$ cat src/rtl/id_ex_seg_reg.sv
// rtl/id_ex_seg_reg.sv - ID->EX pipeline segment register with stall/flush and bubble counter
module id_ex_seg_reg #(
    parameter int DATA_W = 32,
    parameter int PERF_W = 16
) (
    input  logic              clk,
    input  logic              rst,
    input  logic              StallE,
    input  logic              FlushE,
    input  logic              ValidD,
    input  logic [DATA_W-1:0] PCD,
    input  logic [DATA_W-1:0] ImmD,
    input  logic [DATA_W-1:0] RegOut1D,
    input  logic [DATA_W-1:0] RegOut2D,
    input  logic [4:0]        Rs1D,
    input  logic [4:0]        Rs2D,
    input  logic [4:0]        RdD,
    input  logic              JalD,
    input  logic              JalrD,
    input  logic              BranchD,
    input  logic              MemToRegD,
    input  logic              LoadNpcD,
    input  logic              AluSrc1D,
    input  logic [2:0]        RegWriteD,
    input  logic [3:0]        MemWriteD,
    input  logic [3:0]        AluContrlD,
    input  logic [1:0]        AluSrc2D,
    output logic              ValidE,
    output logic [DATA_W-1:0] PCE,
    output logic [DATA_W-1:0] ImmE,
    output logic [DATA_W-1:0] RegOut1E,
    output logic [DATA_W-1:0] RegOut2E,
    output logic [4:0]        Rs1E,
    output logic [4:0]        Rs2E,
    output logic [4:0]        RdE,
    output logic              JalE,
    output logic              JalrE,
    output logic              BranchE,
    output logic              MemToRegE,
    output logic              LoadNpcE,
    output logic              AluSrc1E,
    output logic [2:0]        RegWriteE,
    output logic [3:0]        MemWriteE,
    output logic [3:0]        AluContrlE,
    output logic [1:0]        AluSrc2E,
    output logic [PERF_W-1:0] BubbleCntE
);

    typedef struct packed {
        logic              valid;
        logic [DATA_W-1:0] pc;
        logic [DATA_W-1:0] imm;
        logic [DATA_W-1:0] rdata1;
        logic [DATA_W-1:0] rdata2;
        logic [4:0]        rs1;
        logic [4:0]        rs2;
        logic [4:0]        rd;
        logic              jal;
        logic              jalr;
        logic              branch;
        logic              mem_to_reg;
        logic              load_npc;
        logic              alu_src1;
        logic [2:0]        reg_write;
        logic [3:0]        mem_write;
        logic [3:0]        alu_ctrl;
        logic [1:0]        alu_src2;
    } stage_t;

    stage_t            stage_in;
    stage_t            stage_d;
    stage_t            stage_q;
    logic [PERF_W-1:0] bubble_cnt_d;
    logic [PERF_W-1:0] bubble_cnt_q;
    logic              bubble;

    always_comb begin
        stage_in.valid      = ValidD;
        stage_in.pc         = PCD;
        stage_in.imm        = ImmD;
        stage_in.rdata1     = RegOut1D;
        stage_in.rdata2     = RegOut2D;
        stage_in.rs1        = Rs1D;
        stage_in.rs2        = Rs2D;
        stage_in.rd         = RdD;
        stage_in.jal        = JalD;
        stage_in.jalr       = JalrD;
        stage_in.branch     = BranchD;
        stage_in.mem_to_reg = MemToRegD;
        stage_in.load_npc   = LoadNpcD;
        stage_in.alu_src1   = AluSrc1D;
        stage_in.reg_write  = RegWriteD;
        stage_in.mem_write  = MemWriteD;
        stage_in.alu_ctrl   = AluContrlD;
        stage_in.alu_src2   = AluSrc2D;
    end

    // Stall outranks flush so a held instruction is never replaced by a bubble.
    assign bubble = FlushE && !StallE;

    always_comb begin
        stage_d      = stage_q;
        bubble_cnt_d = bubble_cnt_q;
        if (!StallE) begin
            if (FlushE) begin
                stage_d = '0;
                if (bubble_cnt_q != {PERF_W{1'b1}}) begin
                    bubble_cnt_d = bubble_cnt_q + 1'b1;
                end
            end else begin
                stage_d = stage_in;
            end
        end
    end

    always_ff @(posedge clk) begin
        if (rst) begin
            stage_q      <= '0;
            bubble_cnt_q <= '0;
        end else begin
            stage_q      <= stage_d;
            bubble_cnt_q <= bubble_cnt_d;
        end
    end

    assign ValidE     = stage_q.valid;
    assign PCE        = stage_q.pc;
    assign ImmE       = stage_q.imm;
    assign RegOut1E   = stage_q.rdata1;
    assign RegOut2E   = stage_q.rdata2;
    assign Rs1E       = stage_q.rs1;
    assign Rs2E       = stage_q.rs2;
    assign RdE        = stage_q.rd;
    assign JalE       = stage_q.jal;
    assign JalrE      = stage_q.jalr;
    assign BranchE    = stage_q.branch;
    assign MemToRegE  = stage_q.mem_to_reg;
    assign LoadNpcE   = stage_q.load_npc;
    assign AluSrc1E   = stage_q.alu_src1;
    assign RegWriteE  = stage_q.reg_write;
    assign MemWriteE  = stage_q.mem_write;
    assign AluContrlE = stage_q.alu_ctrl;
    assign AluSrc2E   = stage_q.alu_src2;
    assign BubbleCntE = bubble_cnt_q;

endmodule

$ cat config.mk
export PLATFORM = sky130hd
export DESIGN_NAME = id_ex_seg_reg
export DESIGN_NICKNAME = d
export VERILOG_FILES = /design/src/rtl/id_ex_seg_reg.sv
export SDC_FILE = /design/constraint.sdc
export NUM_CORES = 1
export LEC_CHECK = 0
export ABC_CLOCK_PERIOD_IN_PS = 2150
export CAP_MARGIN = 15
export CORE_MARGIN = 5
export CORE_UTILIZATION = 38
export CTS_CLUSTER_DIAMETER = 120
export DETAILED_ROUTE_END_ITERATION = 12
export HOLD_SLACK_MARGIN = 0.15
export PLACE_DENSITY_LB_ADDON = 0.15
export SYNTH_ARGS = -nofsm -noshare
export SYNTH_HDL_FRONTEND = slang
export SYNTH_SLANG_ARGS = --single-unit
$ cat constraint.sdc
create_clock -name clk -period 2.15 [get_ports clk]
set_input_delay 0.645 -clock clk [delete_from_list [all_inputs] [get_ports clk]]
set_output_delay 0.645 -clock clk [all_outputs]
set_load 0.01 [all_outputs]
==> reports/metrics.csv, run 1 <==
metric,value,unit
Inst Count DP,1165,
GR Overflow Total,0,
max_slew headroom,47.3,%
worst skew pair latency,0.41,ns
fmax,482,MHz
setup TNS,0,ns
fin cells,1194,
antenna cells,0,
Root Buffer,clkbuf_16,
Syn Std Cell Area,0.00617,sq mm
syn_area_per_cell,9.66,sq um
routed wl met3,2090,um
number of global-route vias before repair,5967,
First-pass DRT Iterations,5,
Core Rows,46,
Async SR Flop Fraction,0,%
CP Data Arrival Time,1.43,ns
Worst setup SP type,flop,
Area Growth Syn to Fin,70.4,%
First DRT Iteration DRCs,297,
count of state elements after synthesis,179,
Synth Flop Type,dfxtp_1,
layout cell share with drive strength beyond 1,6.44,%
largest net degree at the start of global routing,90,
total CTS buffers,17,
Post-DP HPWL,15100,um
syn_nets,807,
worst stage delay on the critical path,0.60,ns
Synth Warn #,0,
nets,1136,
# IOs,346,
Max Slew Vio Count,0,
"Period Utilization, post-route",96.5,%
post-synthesis cell count,639,
cells along the critical path,clkdlybuf4s50_1,
Worst Skew,0.00482,ns
core footprint,0.0159,sq mm
sequential element share of the synthesized area,58.1,%
final-report hold violation count,0,
IO buf count,345,
metal2 WL,10400,um
LEAKAGE,0.00392,uW
Crit-path slowest cell,clkdlybuf4s50_1,
CTS hold repair buffers,0,
H-tree depth,4,
Worst-Margin Slew,0.790,ns
Die Span Y,137,um
CTS tree,done,
setup bufs post-CTS,0,
clk sinks,179,
"Gates resized, CTS repair",1,
Overall Global Routing Usage,21.4,%
internal reg-to-reg setup slack,0.36,ns
Tmin final,2.08,ns
vias per inst,5.05,
crit path max fanout,6,
post-synth cell types,36,
Top Metal Used,met4,
DP Area,0.00993,sq mm
Hold WC Path Type,flop to flop,
CP bufs+invs,1,
RSZ-0062 raised after global routing,no,
initial antenna violation count,0,
Pwr Density,718,mW/mm^2
antenna-violating nets left,0,
die width,137,um
"delay-heaviest family, CP",buffers and inverters,
DRT Wirelength,20700,um
met1 WL,7730,um
Clock Tree Buf Depth,2,
Final Instance Area,0.0105,sq mm
status,"complete, no violations",
max_cap viols,0,
first-pass GRT wire length,31400,um
Initial Util,38.9,%
die area,0.0189,sq mm
Vias,6030,
CP Class,flop to output pin,
critical path required time,1.50,ns
CP endpoint kind,output pin,
endpoints failing setup,0,
gpl congestion,0.793,
peak supply drop,0.548,mV
number of synthesized flops with an enable pin,0,
wire per inst,17.4,um
"Reg clk slew, reported paths",0.06,ns
DRC viols,0,
## power breakdown
group	internal (uW)	total, uW	switching (uW)	leakage (uW)
Sequential	3430	3500	61.3	0.00146
Clock	1840	3070	1240	0.000288
Combinational	595	987	391	0.00217
Total	5870	7560	1690	0.00392
## metrics by stage
stage,hold WS [ns],power [uW],setup WS (ns),util (%)
global route,0.534,7840,0.00807,66.2
floorplan,0.517,3910,0.379,-
CTS,0.514,7660,0.00566,66.2
global placement,0.471,4550,-0.0485,62.5
detailed placement,0.499,4560,-0.0666,62.5
finish,0.509,7560,0.0749,66.2
## worst reg2reg max path: cells and delay by family, from the launching register on
| kind | cells | cell delay, ns |
|---|---|---|
| flops | 1 | 0.35 |
| simple gates | 2 | 0.66 |
| compound gates | 2 | 0.45 |
| fa+ha+maj | 1 | 0.26 |
## cells by family after synthesis
family	after synthesis	share of synthesized area, %
AOI/OAI and AO/OA	194	23.0
xor gates and xnor gates	1	0.142
adders and majority gates	1	0.203
buffers and inverters	57	3.75
DFF	179	58.1
and+or+nand+nor	207	14.9
## cell type report
cell class	count	area, sq um
Fill cell	1336	5370
Timing Repair Buffer	366	3710
Sequential cell	179	3590
Multi-Input combinational cell	403	2360
Clock buffer	19	443
Tap cell	216	270
Clock inverter	10	136
Inverter	1	3.75
## flip-flops by register name, indices dropped and copies added (netlist names), 5 cells and up
| signal | cells |
|---|---|
| BubbleCntE | 16 |
| RegOut2E | 32 |
| Rs1E | 5 |
| ImmE | 32 |
| RdE | 5 |
| Rs2E | 5 |
| RegOut1E | 32 |
| PCE | 32 |
## Yosys cell counts (2+ instances only)
| cell type | instances | area (sq um) |
|---|---|---|
| clkbuf_1 | 46 | 173 |
| dfxtp_1 | 179 | 3580 |
| nand3_1 | 3 | 15.0 |
| nand4_2 | 2 | 25.0 |
| o31ai_1 | 6 | 45.0 |
| nand4_1 | 3 | 18.8 |
| nand2_1 | 6 | 22.5 |
| and3_1 | 2 | 12.5 |
| o21ai_0 | 2 | 10.0 |
| buf_2 | 8 | 40.0 |
| nor3_1 | 3 | 15.0 |
| nor3b_1 | 3 | 22.5 |
| or3_1 | 7 | 43.8 |
| a21oi_1 | 13 | 65.1 |
| or4_1 | 5 | 37.5 |
| a22oi_1 | 162 | 1220 |
| o21ai_1 | 5 | 25.0 |
| nor2_1 | 166 | 623 |
## path summary, 6_finish.rpt
kind | to | from | cells past startpoint
max reg2reg | BubbleCntE[15]$_SDFFE_PP0P_ | BubbleCntE[0]$_SDFFE_PP0P_ | 5
max | BubbleCntE[9] | BubbleCntE[9]$_SDFFE_PP0P_ | 1
min reg2reg | RegOut2E[28]$_SDFFE_PP0N_ | RegOut2E[28]$_SDFFE_PP0N_ | 2
min | RegOut2E[28]$_SDFFE_PP0N_ | RegOut2E[28]$_SDFFE_PP0N_ | 2
## placed cells by master (no fill, tap or decap), drive strengths merged, types with 3 or more instances in the layout
cell,instances
o21ai,7
o31ai,6
nor3,3
a21oi,13
or4,5
clkbuf,19
a22oi,162
nor3b,3
buf,23
dfxtp,179
or3,7
bufinv,3
nor2,166
nand3,3
clkinv,7
clkdlybuf4s50,341
nand2,6
nand4,6
## per-layer routing
layer	track usage [%]	vias up
li1	-	2968
met1	23.1	2831
met2	36.5	204
met3	10.0	27
met4	7.59	0
met5	0	-
(Power assumes the default switching activity.)
==> run 2, diff against run 1 <==
- ABC_CLOCK_PERIOD_IN_PS: 2150 -> unset
- TNS_END_PERCENT: unset -> 50
==> results of run 2 <==
The final DEF is identical to that of run 1; final timing and power are the same.
